==> config.mk <==
export PLATFORM = sky130hd
export DESIGN_NAME = mem_stage
export DESIGN_NICKNAME = d
export VERILOG_FILES = /design/src/rtl/mem_stage_pkg.sv /design/src/rtl/mem_lane_unit.sv /design/src/rtl/mem_stage.sv
export SDC_FILE = /design/constraint.sdc
export NUM_CORES = 1
export LEC_CHECK = 0
export ABC_CLOCK_PERIOD_IN_PS = 6600
export CAP_MARGIN = 20
export CORE_AREA = 2 2 137 113
export DETAILED_ROUTE_END_ITERATION = 7
export DIE_AREA = 0 0 139 115
export PLACE_DENSITY_LB_ADDON = 0.08
export SLEW_MARGIN = 20
export SYNTH_ARGS = -nofsm -noshare
export SYNTH_HDL_FRONTEND = slang
export SYNTH_HIERARCHICAL = 1
export SYNTH_SLANG_ARGS = --single-unit
==> constraint.sdc <==
create_clock -name clk -period 6.6 [get_ports clk]
set_input_delay 1.98 -clock clk [delete_from_list [all_inputs] [get_ports clk]]
set_output_delay 1.98 -clock clk [all_outputs]
set_load 0.03 [all_outputs]
==> src/rtl/mem_stage_pkg.sv <==
// Shared definitions for the memory stage: memory opcodes, FSM states and
// access sizes.
package mem_stage_pkg;

  localparam logic [7:0] OP_LB  = 8'hE0;
  localparam logic [7:0] OP_LH  = 8'hE1;
  localparam logic [7:0] OP_LW  = 8'hE3;
  localparam logic [7:0] OP_LBU = 8'hE4;
  localparam logic [7:0] OP_LHU = 8'hE5;
  localparam logic [7:0] OP_SB  = 8'hE8;
  localparam logic [7:0] OP_SH  = 8'hE9;
  localparam logic [7:0] OP_SW  = 8'hEB;

  localparam logic [31:0] ZeroWord = 32'h0000_0000;

  typedef enum logic {
    S_IDLE,
    S_BUS
  } state_e;

  typedef enum logic [1:0] {
    SZ_BYTE,
    SZ_HALF,
    SZ_WORD
  } size_e;

endpackage

==> src/rtl/mem_lane_unit.sv <==
// Combinational lane logic: opcode decode, alignment check, big-endian lane
// select, store replication and load extract/extend.
module mem_lane_unit
  import mem_stage_pkg::*;
(
  input  logic [7:0]  op_i,
  input  logic [1:0]  addr_lo_i,
  input  logic [31:0] store_data_i,
  input  logic [31:0] rdata_i,
  output logic        is_mem_o,
  output logic        is_store_o,
  output logic        misaligned_o,
  output logic [3:0]  sel_o,
  output logic [31:0] wdata_o,
  output logic [31:0] load_data_o
);

  size_e       size;
  logic        sext;
  logic        bad_align;
  logic [7:0]  byte_v;
  logic [15:0] half_v;

  always_comb begin
    is_mem_o   = 1'b1;
    is_store_o = 1'b0;
    size       = SZ_WORD;
    sext       = 1'b0;
    case (op_i)
      OP_LB:  begin size = SZ_BYTE; sext = 1'b1; end
      OP_LH:  begin size = SZ_HALF; sext = 1'b1; end
      OP_LW:  size = SZ_WORD;
      OP_LBU: size = SZ_BYTE;
      OP_LHU: size = SZ_HALF;
      OP_SB:  begin size = SZ_BYTE; is_store_o = 1'b1; end
      OP_SH:  begin size = SZ_HALF; is_store_o = 1'b1; end
      OP_SW:  begin size = SZ_WORD; is_store_o = 1'b1; end
      default: is_mem_o = 1'b0;
    endcase
  end

  // Byte offset 0 sits in the most significant lane (big-endian).
  always_comb begin
    bad_align   = 1'b0;
    sel_o       = 4'b1111;
    wdata_o     = store_data_i;
    byte_v      = 8'h00;
    half_v      = 16'h0000;
    load_data_o = rdata_i;
    case (size)
      SZ_BYTE: begin
        sel_o   = 4'b1000 >> addr_lo_i;
        wdata_o = {4{store_data_i[7:0]}};
        case (addr_lo_i)
          2'd0:    byte_v = rdata_i[31:24];
          2'd1:    byte_v = rdata_i[23:16];
          2'd2:    byte_v = rdata_i[15:8];
          default: byte_v = rdata_i[7:0];
        endcase
        load_data_o = {{24{sext & byte_v[7]}}, byte_v};
      end
      SZ_HALF: begin
        bad_align   = addr_lo_i[0];
        sel_o       = addr_lo_i[1] ? 4'b0011 : 4'b1100;
        wdata_o     = {2{store_data_i[15:0]}};
        half_v      = addr_lo_i[1] ? rdata_i[15:0] : rdata_i[31:16];
        load_data_o = {{16{sext & half_v[15]}}, half_v};
      end
      default: bad_align = |addr_lo_i;
    endcase
    misaligned_o = is_mem_o & bad_align;
  end

endmodule

==> src/rtl/mem_stage.sv <==
// Memory pipeline stage: passes ALU results through and runs load/store
// accesses over a req/ack bus with timeout, flush and misalignment handling.
module mem_stage
  import mem_stage_pkg::*;
#(
  parameter int TIMEOUT = 16
) (
  input  logic        clk,
  input  logic        rst,
  input  logic        in_valid_i,
  output logic        in_ready_o,
  input  logic [7:0]  aluop_i,
  input  logic        wreg_i,
  input  logic [4:0]  waddr_i,
  input  logic [31:0] wdata_i,
  input  logic [31:0] mem_addr_i,
  input  logic [31:0] store_data_i,
  input  logic        flush_i,
  output logic        bus_req_o,
  output logic        bus_we_o,
  output logic [31:0] bus_addr_o,
  output logic [3:0]  bus_sel_o,
  output logic [31:0] bus_wdata_o,
  input  logic [31:0] bus_rdata_i,
  input  logic        bus_ack_i,
  output logic        out_valid_o,
  output logic        wreg_o,
  output logic [4:0]  waddr_o,
  output logic [31:0] wdata_o,
  output logic        err_o
);

  localparam int CW = $clog2(TIMEOUT + 1);

  state_e        state_q, state_d;
  logic [CW-1:0] cnt_q, cnt_d;
  logic          discard_q, discard_d;
  logic [7:0]    op_q, op_d;
  logic [1:0]    addr_lo_q, addr_lo_d;
  logic          pwreg_q, pwreg_d;
  logic [4:0]    pwaddr_q, pwaddr_d;
  logic          req_q, req_d, we_q, we_d;
  logic [31:0]   baddr_q, baddr_d, bwdata_q, bwdata_d;
  logic [3:0]    sel_q, sel_d;
  logic          ov_q, ov_d, err_q, err_d, wreg_q, wreg_d;
  logic [4:0]    waddr_q, waddr_d;
  logic [31:0]   wdata_q, wdata_d;

  logic          in_bus, drop;
  logic          l_is_mem, l_is_store, l_misaligned;
  logic [3:0]    l_sel;
  logic [31:0]   l_wdata, l_load;

  // One lane unit serves both phases: decode the arriving op in IDLE and
  // extract the load result from the latched op in BUS.
  assign in_bus = (state_q == S_BUS);

  mem_lane_unit u_lane (
    .op_i         (in_bus ? op_q : aluop_i),
    .addr_lo_i    (in_bus ? addr_lo_q : mem_addr_i[1:0]),
    .store_data_i (store_data_i),
    .rdata_i      (bus_rdata_i),
    .is_mem_o     (l_is_mem),
    .is_store_o   (l_is_store),
    .misaligned_o (l_misaligned),
    .sel_o        (l_sel),
    .wdata_o      (l_wdata),
    .load_data_o  (l_load)
  );

  assign drop = discard_q | flush_i;

  always_comb begin
    state_d   = state_q;
    cnt_d     = cnt_q;
    discard_d = discard_q;
    op_d      = op_q;
    addr_lo_d = addr_lo_q;
    pwreg_d   = pwreg_q;
    pwaddr_d  = pwaddr_q;
    req_d     = req_q;
    we_d      = we_q;
    baddr_d   = baddr_q;
    sel_d     = sel_q;
    bwdata_d  = bwdata_q;
    ov_d      = 1'b0;
    err_d     = 1'b0;
    wreg_d    = 1'b0;
    waddr_d   = waddr_q;
    wdata_d   = wdata_q;
    case (state_q)
      S_IDLE: begin
        if (in_valid_i && !flush_i) begin
          if (!l_is_mem) begin
            ov_d    = 1'b1;
            wreg_d  = wreg_i;
            waddr_d = waddr_i;
            wdata_d = wdata_i;
          end else if (l_misaligned) begin
            ov_d    = 1'b1;
            err_d   = 1'b1;
            waddr_d = waddr_i;
          end else begin
            state_d   = S_BUS;
            cnt_d     = '0;
            discard_d = 1'b0;
            op_d      = aluop_i;
            addr_lo_d = mem_addr_i[1:0];
            pwreg_d   = wreg_i;
            pwaddr_d  = waddr_i;
            req_d     = 1'b1;
            we_d      = l_is_store;
            baddr_d   = {mem_addr_i[31:2], 2'b00};
            sel_d     = l_sel;
            bwdata_d  = l_wdata;
          end
        end
      end
      S_BUS: begin
        if (flush_i) discard_d = 1'b1;
        if (bus_ack_i) begin
          state_d   = S_IDLE;
          req_d     = 1'b0;
          discard_d = 1'b0;
          ov_d      = !drop;
          wreg_d    = !drop && !l_is_store && pwreg_q;
          waddr_d   = pwaddr_q;
          wdata_d   = l_is_store ? ZeroWord : l_load;
        end else if (cnt_q == CW'(TIMEOUT - 1)) begin
          state_d   = S_IDLE;
          req_d     = 1'b0;
          discard_d = 1'b0;
          ov_d      = !drop;
          err_d     = !drop;
          waddr_d   = pwaddr_q;
        end else begin
          cnt_d = cnt_q + CW'(1);
        end
      end
      default: state_d = S_IDLE;
    endcase
  end

  always_ff @(posedge clk) begin
    if (rst) begin
      state_q   <= S_IDLE;
      cnt_q     <= '0;
      discard_q <= 1'b0;
      op_q      <= 8'h00;
      addr_lo_q <= 2'b00;
      pwreg_q   <= 1'b0;
      pwaddr_q  <= 5'd0;
      req_q     <= 1'b0;
      we_q      <= 1'b0;
      baddr_q   <= ZeroWord;
      sel_q     <= 4'b0000;
      bwdata_q  <= ZeroWord;
      ov_q      <= 1'b0;
      err_q     <= 1'b0;
      wreg_q    <= 1'b0;
      waddr_q   <= 5'd0;
      wdata_q   <= ZeroWord;
    end else begin
      state_q   <= state_d;
      cnt_q     <= cnt_d;
      discard_q <= discard_d;
      op_q      <= op_d;
      addr_lo_q <= addr_lo_d;
      pwreg_q   <= pwreg_d;
      pwaddr_q  <= pwaddr_d;
      req_q     <= req_d;
      we_q      <= we_d;
      baddr_q   <= baddr_d;
      sel_q     <= sel_d;
      bwdata_q  <= bwdata_d;
      ov_q      <= ov_d;
      err_q     <= err_d;
      wreg_q    <= wreg_d;
      waddr_q   <= waddr_d;
      wdata_q   <= wdata_d;
    end
  end

  assign in_ready_o  = (state_q == S_IDLE);
  assign bus_req_o   = req_q;
  assign bus_we_o    = we_q;
  assign bus_addr_o  = baddr_q;
  assign bus_sel_o   = sel_q;
  assign bus_wdata_o = bwdata_q;
  assign out_valid_o = ov_q;
  assign err_o       = err_q;
  assign wreg_o      = wreg_q;
  assign waddr_o     = waddr_q;
  assign wdata_o     = wdata_q;

endmodule

# Word level (Yosys, flattened, before mapping)
# Index checks and enable logic that the tools add are counted.
[totals] register_bits=131 input_bits=147 output_inout_bits=111 elab_cells=131
[classes] add_sub_neg=1 n_eq_ne=22 shifts=1 muxes=64 bitwise=6 n_reduce_logical=20
[ops] cell="$pmux W32 S2" n=3
[ops] cell="$mux W32" n=4
[ops] cell="$eq A8 B8 Y1 const B" n=8
[ops] cell="$mux W5" n=10
[ops] cell="$mux W1" n=30
[ops] cell="$pmux W8 S3" n=1
[ops] cell="$pmux W5 S2" n=2
[ops] cell="$mux W16" n=1
[ops] cell="$mux W8" n=2
[ops] cell="$pmux W1 S2" n=7
[ops] cell="$reduce_and A4 Y1" n=3
[ops] cell="$ne A2 B2 Y1 const B" n=5
[ops] cell="$reduce_or A3 Y1" n=3
[ops] cell="$pmux W4 S2" n=1
[ops] cell="$reduce_or A8 Y1" n=1
[ops] cell="$ne A3 B2 Y1 const B" n=2
[ops] cell="$reduce_and A3 Y1" n=2
[ops] cell="$add A5 B1 Y5 const B" n=1
[ops] cell="$eq A5 B4 Y1 const B" n=1
[ops] cell="$reduce_and A5 Y1" n=1
[ops] cell="$eq A2 B1 Y1 const B" n=2
[ops] cell="$logic_not A2 Y1" n=2
[ops] cell="$mux W4" n=1
[ops] cell="$ne A2 B1 Y1 const B" n=2
[ops] cell="other kinds (11)" n=19

# Longest topological paths before layout
[logic_depth] word_depth=11 ltp_mapped=14 mapped_depth_nobuf=7

# Modules after synthesis
# The synthesis kept the hierarchy.
[by_module_without_submodules] mod="mem_stage" instances=1 cells_per_inst=637 area_each_um2=5476.5 seq_area_each_um2=2622.5
[by_module_without_submodules] mod="mem_lane_unit" instances=1 cells_per_inst=195 area_each_um2=1546.5 seq_area_each_um2=0.0

# Least setup slack after synthesis
# Ideal clock, no wire load.
[synth_timing] kind="input to register" from="input aluop_i[2]" to="register waddr_q[0] (netlist: waddr_o[0])" setup_ns=0.130 arrival_ns=4.371 required_time_ns=6.470 path_slack_ns=2.099 cell_stages=11 n_path_buf=4 path_cell_list="mux2_2 -> a21o_1 -> buf_4 -> clkbuf_1 -> a21oi_1 -> a21boi_0 -> nand2b_1 -> clkbuf_1 -> clkbuf_1 -> a21oi_2 -> mux2i_1"
[synth_via] elab_cells_between_ends=23 cone_classes="10 x eq/ne; 7 x mux; 1 x bitwise; 5 x reduce/logical"
[synth_lines] item="from (decl)" line_no="mem_stage.sv:12" source="input logic [7:0] aluop_i,"
[synth_lines] item="$mux W8 (*)" line_no="mem_stage.sv:59" source=".op_i (in_bus ? op_q : aluop_i),"
[synth_lines] item="$eq A8 B8 Y1" line_no="mem_lane_unit.sv:29" source="case (op_i)"
[synth_lines] item="$reduce_or A8 Y1 (no line) (*)"
[synth_lines] item="$mux W1 (*)" line_no="mem_lane_unit.sv:29"
[synth_lines] item="via l_is_mem" line_no="mem_stage.sv:50" source="logic l_is_mem, l_is_store, l_misaligned;"
[synth_lines] item="$and A1 B1 Y1 (*)" line_no="mem_lane_unit.sv:71" source="misaligned_o = is_mem_o & bad_align;"
[synth_lines] item="via l_misaligned" line_no="mem_stage.sv:50"
[synth_lines] item="$ne A3 B2 Y1 (no line) (*)"
[synth_lines] item="$reduce_and A3 Y1 (no line) (*)"
[synth_lines] item="to (signal assigned)" line_no="mem_stage.sv:179" source="waddr_q <= waddr_d;"
[synth_lines] item="to (decl)" line_no="mem_stage.sv:46" source="logic [4:0] waddr_q, waddr_d;"
# Mark *: on every way through the listed nets, which the timed path passes. The rest lies on a longest branch. The select of a mux whose other input is x is not followed.
# A chain may end at the register's enable or synchronous reset.

# Final worst setup path
[layout_timing] from="input aluop_i[2]" to="register bwdata_q[11] (netlist: bus_wdata_o[11])"
[layout_via] elab_cells_between_ends=21 cone_classes="9 x eq/ne; 5 x mux; 2 x bitwise; 5 x reduce/logical"
[layout_lines] item="$mux W8 (*)" line_no="mem_stage.sv:59"
[layout_lines] item="$eq A8 B8 Y1" line_no="mem_lane_unit.sv:29"
[layout_lines] item="$reduce_or A8 Y1 (no line) (*)"
[layout_lines] item="$mux W1 (*)" line_no="mem_lane_unit.sv:29"
[layout_lines] item="via l_is_mem" line_no="mem_stage.sv:50"
[layout_lines] item="$and A1 B1 Y1 (*)" line_no="mem_lane_unit.sv:71"
[layout_lines] item="via l_misaligned" line_no="mem_stage.sv:50"
[layout_lines] item="$not A1 Y1 (no line) (*)"
[layout_lines] item="$reduce_and A4 Y1 (no line) (*)"
[layout_lines] item="to (signal assigned)" line_no="mem_stage.sv:157" source="bwdata_q <= ZeroWord;"
[layout_lines] item="to (signal assigned)" line_no="mem_stage.sv:175" source="bwdata_q <= bwdata_d;"
[layout_lines] item="to (decl)" line_no="mem_stage.sv:43" source="logic [31:0] baddr_q, baddr_d, bwdata_q, bwdata_d;"
# Mark *: on every way through the listed nets, which the timed path passes. The rest lies on a longest branch.

==> key figures <==
Die
  • Die ar.: 16000 um2
  • Chip Width: between 100 and 150 um
  • Core Area: between 10000 and 15000 um2
  • Die H: ~120 um
  • Site row count: 40
  • Initial Util: just under 50%
  • Ports: ~260

Setup path
  • Crit path required time: between 6 and 7 ns
  • Reg2Reg Depth: 9
  • Startpoint Class: primary input
  • Critical setup path kind: primary input to register
  • R2R setup slack: 2.43 ns
  • Reg2reg start: in_bus$_SDFF_PP0_
  • WP data arrival: between 5 and 6 ns
  • Reg-to-Reg End: bus_wdata_o[11]$_SDFFE_PP0P_
  • Crit. End Element: register
  • CP Max Fanout: 65

Run status
  • Status: finished clean

Pwr
  • LEAKAGE: around 3.4 nW
  • Pwr per Cell Area: between 200 and 250 nW/um2
  • Worst VDD drop: around 0.19 mV

CTS
  • Post-CTS Setup Bufs: 0
  • CTS max path bufs: 2
  • Worst-path clk slew: approximately 0.06 ns
  • # hold bufs at CTS: 0
  • Num CTS Buffers: 17
  • CTS tree: done
  • H-Tree Depth: 4
  • Worst skew pair latency: 0.42 ns
  • CTS resizes: 0
  • Clock sink count: about 130
  • CTS root buffer: clkbuf_16

Global route
  • Gr ovfl total: 0
  • First-pass GRT wire length: ~37000 um
  • Vias in the first global route: between 6000 and 7000
  • Largest net degree at the start of global routing: 89
  • Initial antenna violation count: 0
  • GRT Total Usage: approximately 29%

Min path
  • Endpoint, Worst Hold: waddr_o[4]$_SDFFE_PP0P_
  • Hold Path Class: register to register
  • Cell depth of the worst hold path: 2
  • Hold Crit Start: waddr_o[4]$_SDFFE_PP0P_

Synthesis
  • EDFF count, synth: 0
  • Leading area contributor after synthesis: dfxtp_1
  • Syn. warnings: 6
  • Synthesized area: 7020 um2
  • Seq/Total Area, Yosys: a little under two fifths
  • Synth top area cells: dfxtp_1 (37%), o21ai_0 (7.4%), a21oi_1 (6.3%), nand3_1 (6.2%), mux2_2 (5.0%)
  • Commonest register cell after synthesis: dfxtp_1
  • Synth top area share: between 30% and 40%
  • Synth cell types: 54
  • Mapped Avg Cell Area: around 8.4 um2
  • #FFs+latches synth: 131
  • Asr flop ratio synth: 0%
  • Post-synthesis cell count: about 830

Finish
  • Most frequent cells in the layout: clkdlybuf4s50_1 (254), dfxtp_1 (131), o21ai_0 (104), a21oi_1 (89), nand3_1 (87)
  • Area Growth Syn to Fin: 42.9%
  • Inserted Diodes: 0
  • Layout cells sized above 1: about 9.9%
  • Non-Filler Instances: 1215
  • Most common cell after layout, fill and taps aside: clkdlybuf4s50_1
  • Nets: approximately 1200

Place
  • Gpl congestion: approximately 0.84
  • IO buf count: approximately 260
  • Hpwl dp: 15200 um
  • Placed insts: 1183

Detailed routing
  • Initial DRC Count: roughly 630
  • Vias per cell: ~6
  • Pre-antenna DRT Iters: 5
  • Drt total wl: 23200 um
  • Via Count: ~7300
  • # DRC: 0
  • Routed len/inst: between 15 and 20 um
  • Antenna Violating Nets Remaining: 0

Timing
  • Maximum clock frequency: ~200 MHz
  • Measured slew at the worst slew-check pin: between 0.9 and 1 ns
  • Layout Skew: ~0.0078 ns
  • Tmin final: approximately 5.0 ns
  • Final setup vio count: 0
  • Final worst-path cycle share: between 70 and 80%
  • RSZ-0062 raised after global routing: false
  • Slew HR: about a third
  • Total negative setup slack: 0 ns
  • Final hold violations: 0
  • Final slew viol count: 0

Job
  • # Max-Cap Violations: 0
-- cells by family (layout without fill, tap and decap cells) --
group	count (synthesis)	after routing	share of synthesized area, %
mux	54	54	9.67
other cells	1	2	0.0534
flops	131	131	37.3
fa+ha+maj	3	3	0.535
compound gates	322	322	28.4
simple gates	189	189	15.1
buf+inv	132	325	8.94
-- state kept, by name, indices dropped and copies added, names as in the netlist --
signal       flops
addr_lo_q        2
bus_addr_o      30
bus_req_o        1
bus_sel_o        4
bus_wdata_o     32
bus_we_o         1
cnt_q            5
discard_q        1
err_o            1
in_bus           1
op_q             8
out_valid_o      1
pwaddr_q         5
pwreg_q          1
waddr_o          5
wdata_o         32
wreg_o           1
-- stage by stage --
step / total power, mW / utilization, % / hold WS (ns) / cell area [um2] / setup slack (ns)
after detailed placement: 1.17 / 64.6 / 0.455 / 9450 / 1.25
after global placement: 1.17 / 64.6 / 0.448 / 9450 / 1.35
after global routing: 2.19 / 68.7 / 0.481 / 10000 / 1.42
after CTS: 2.12 / 68.7 / 0.465 / 10000 / 1.68
final: 2.11 / 68.7 / 0.465 / 10000 / 1.63
after floorplan: 1.02 / - / 0.435 / 7030 / 2.10
-- synthesized netlist by cell type (2+ instances only) --
cell type and number:
a31oi_1 2, a21oi_1 89, mux2i_1 15, nor4b_4 2, o211ai_1 3, nor2b_1 3
nand2_1 21, nand3_1 87, mux4_2 8, or2_1 2, buf_2 19, o41ai_1 16
o21ai_0 104, o31ai_1 2, dfxtp_1 131, o22ai_1 9, mux2_2 31, ha_1 3
or3b_1 2, nor4_1 9, a221o_1 8, o2bb2ai_1 8, clkbuf_1 67, nor3_1 34
a22oi_1 33, inv_1 20, nand3b_1 2, buf_4 17, nand4b_1 3, buf_6 6
buf_1 2, a211oi_1 32, nor2_1 4, nand2b_1 11, a221oi_1 8
-- critical path: stages --
cell and delay [ns]:
clkdlybuf4s50_1 0.43, mux2_2 0.31, a21o_1 0.21, a21oi_1 0.60, a21boi_0 0.50, nand2b_2 0.57, buf_12 0.32, o21ai_0 0.17
a21oi_1 0.19
-- area by class of cell --
class | count | area (um2)
Clock inverter | 15 | 165
Multi-Input combinational cell | 570 | 3790
Inverter | 21 | 78.8
Tap cell | 189 | 236
Sequential cell | 131 | 2620
Clock buffer | 17 | 425
Fill cell | 1225 | 4580
Timing Repair Buffer | 272 | 2720
-- routing by layer --
metal | routed length, um | GRT usage [%] | share of wire (%)
met2 | 10500 | 44.2 | 45
met3 | 2040 | 9.16 | 8.8
met1 | 10100 | 37.9 | 43
met4 | 599 | 10.4 | 2.6
met5 | 0 | 0 | 0
-- worst max path at each step --
stage               start                            to  slack, ns  cells past startpoint
6_report       aluop_i[2]  bus_wdata_o[11]$_SDFFE_PP0P_       1.63                      9
2_1_floorplan  aluop_i[2]       waddr_o[0]$_SDFFE_PP0P_       2.10                     11
4_1_cts        aluop_i[2]          op_q[7]$_SDFFE_PP0P_       1.68                      9
3_5_place_dp   aluop_i[2]          op_q[7]$_SDFFE_PP0P_       1.25                      9
5_1_grt        aluop_i[2]  bus_wdata_o[11]$_SDFFE_PP0P_       1.42                      9
3_3_place_gp   aluop_i[2]  bus_wdata_o[30]$_SDFFE_PP0P_       1.35                      9
-- where the power goes --
| group | switching [mW] | leakage [nW] | internal, mW | total, mW |
|---|---|---|---|---|
| Clock | 0.363 | 0.288 | 0.589 | 0.953 |
| Combinational | 0.173 | 2.08 | 0.169 | 0.343 |
| Sequential | 0.00941 | 1.06 | 0.809 | 0.819 |
| Total | 0.546 | 3.43 | 1.57 | 2.11 |
Power figures use the tool's default switching activity.
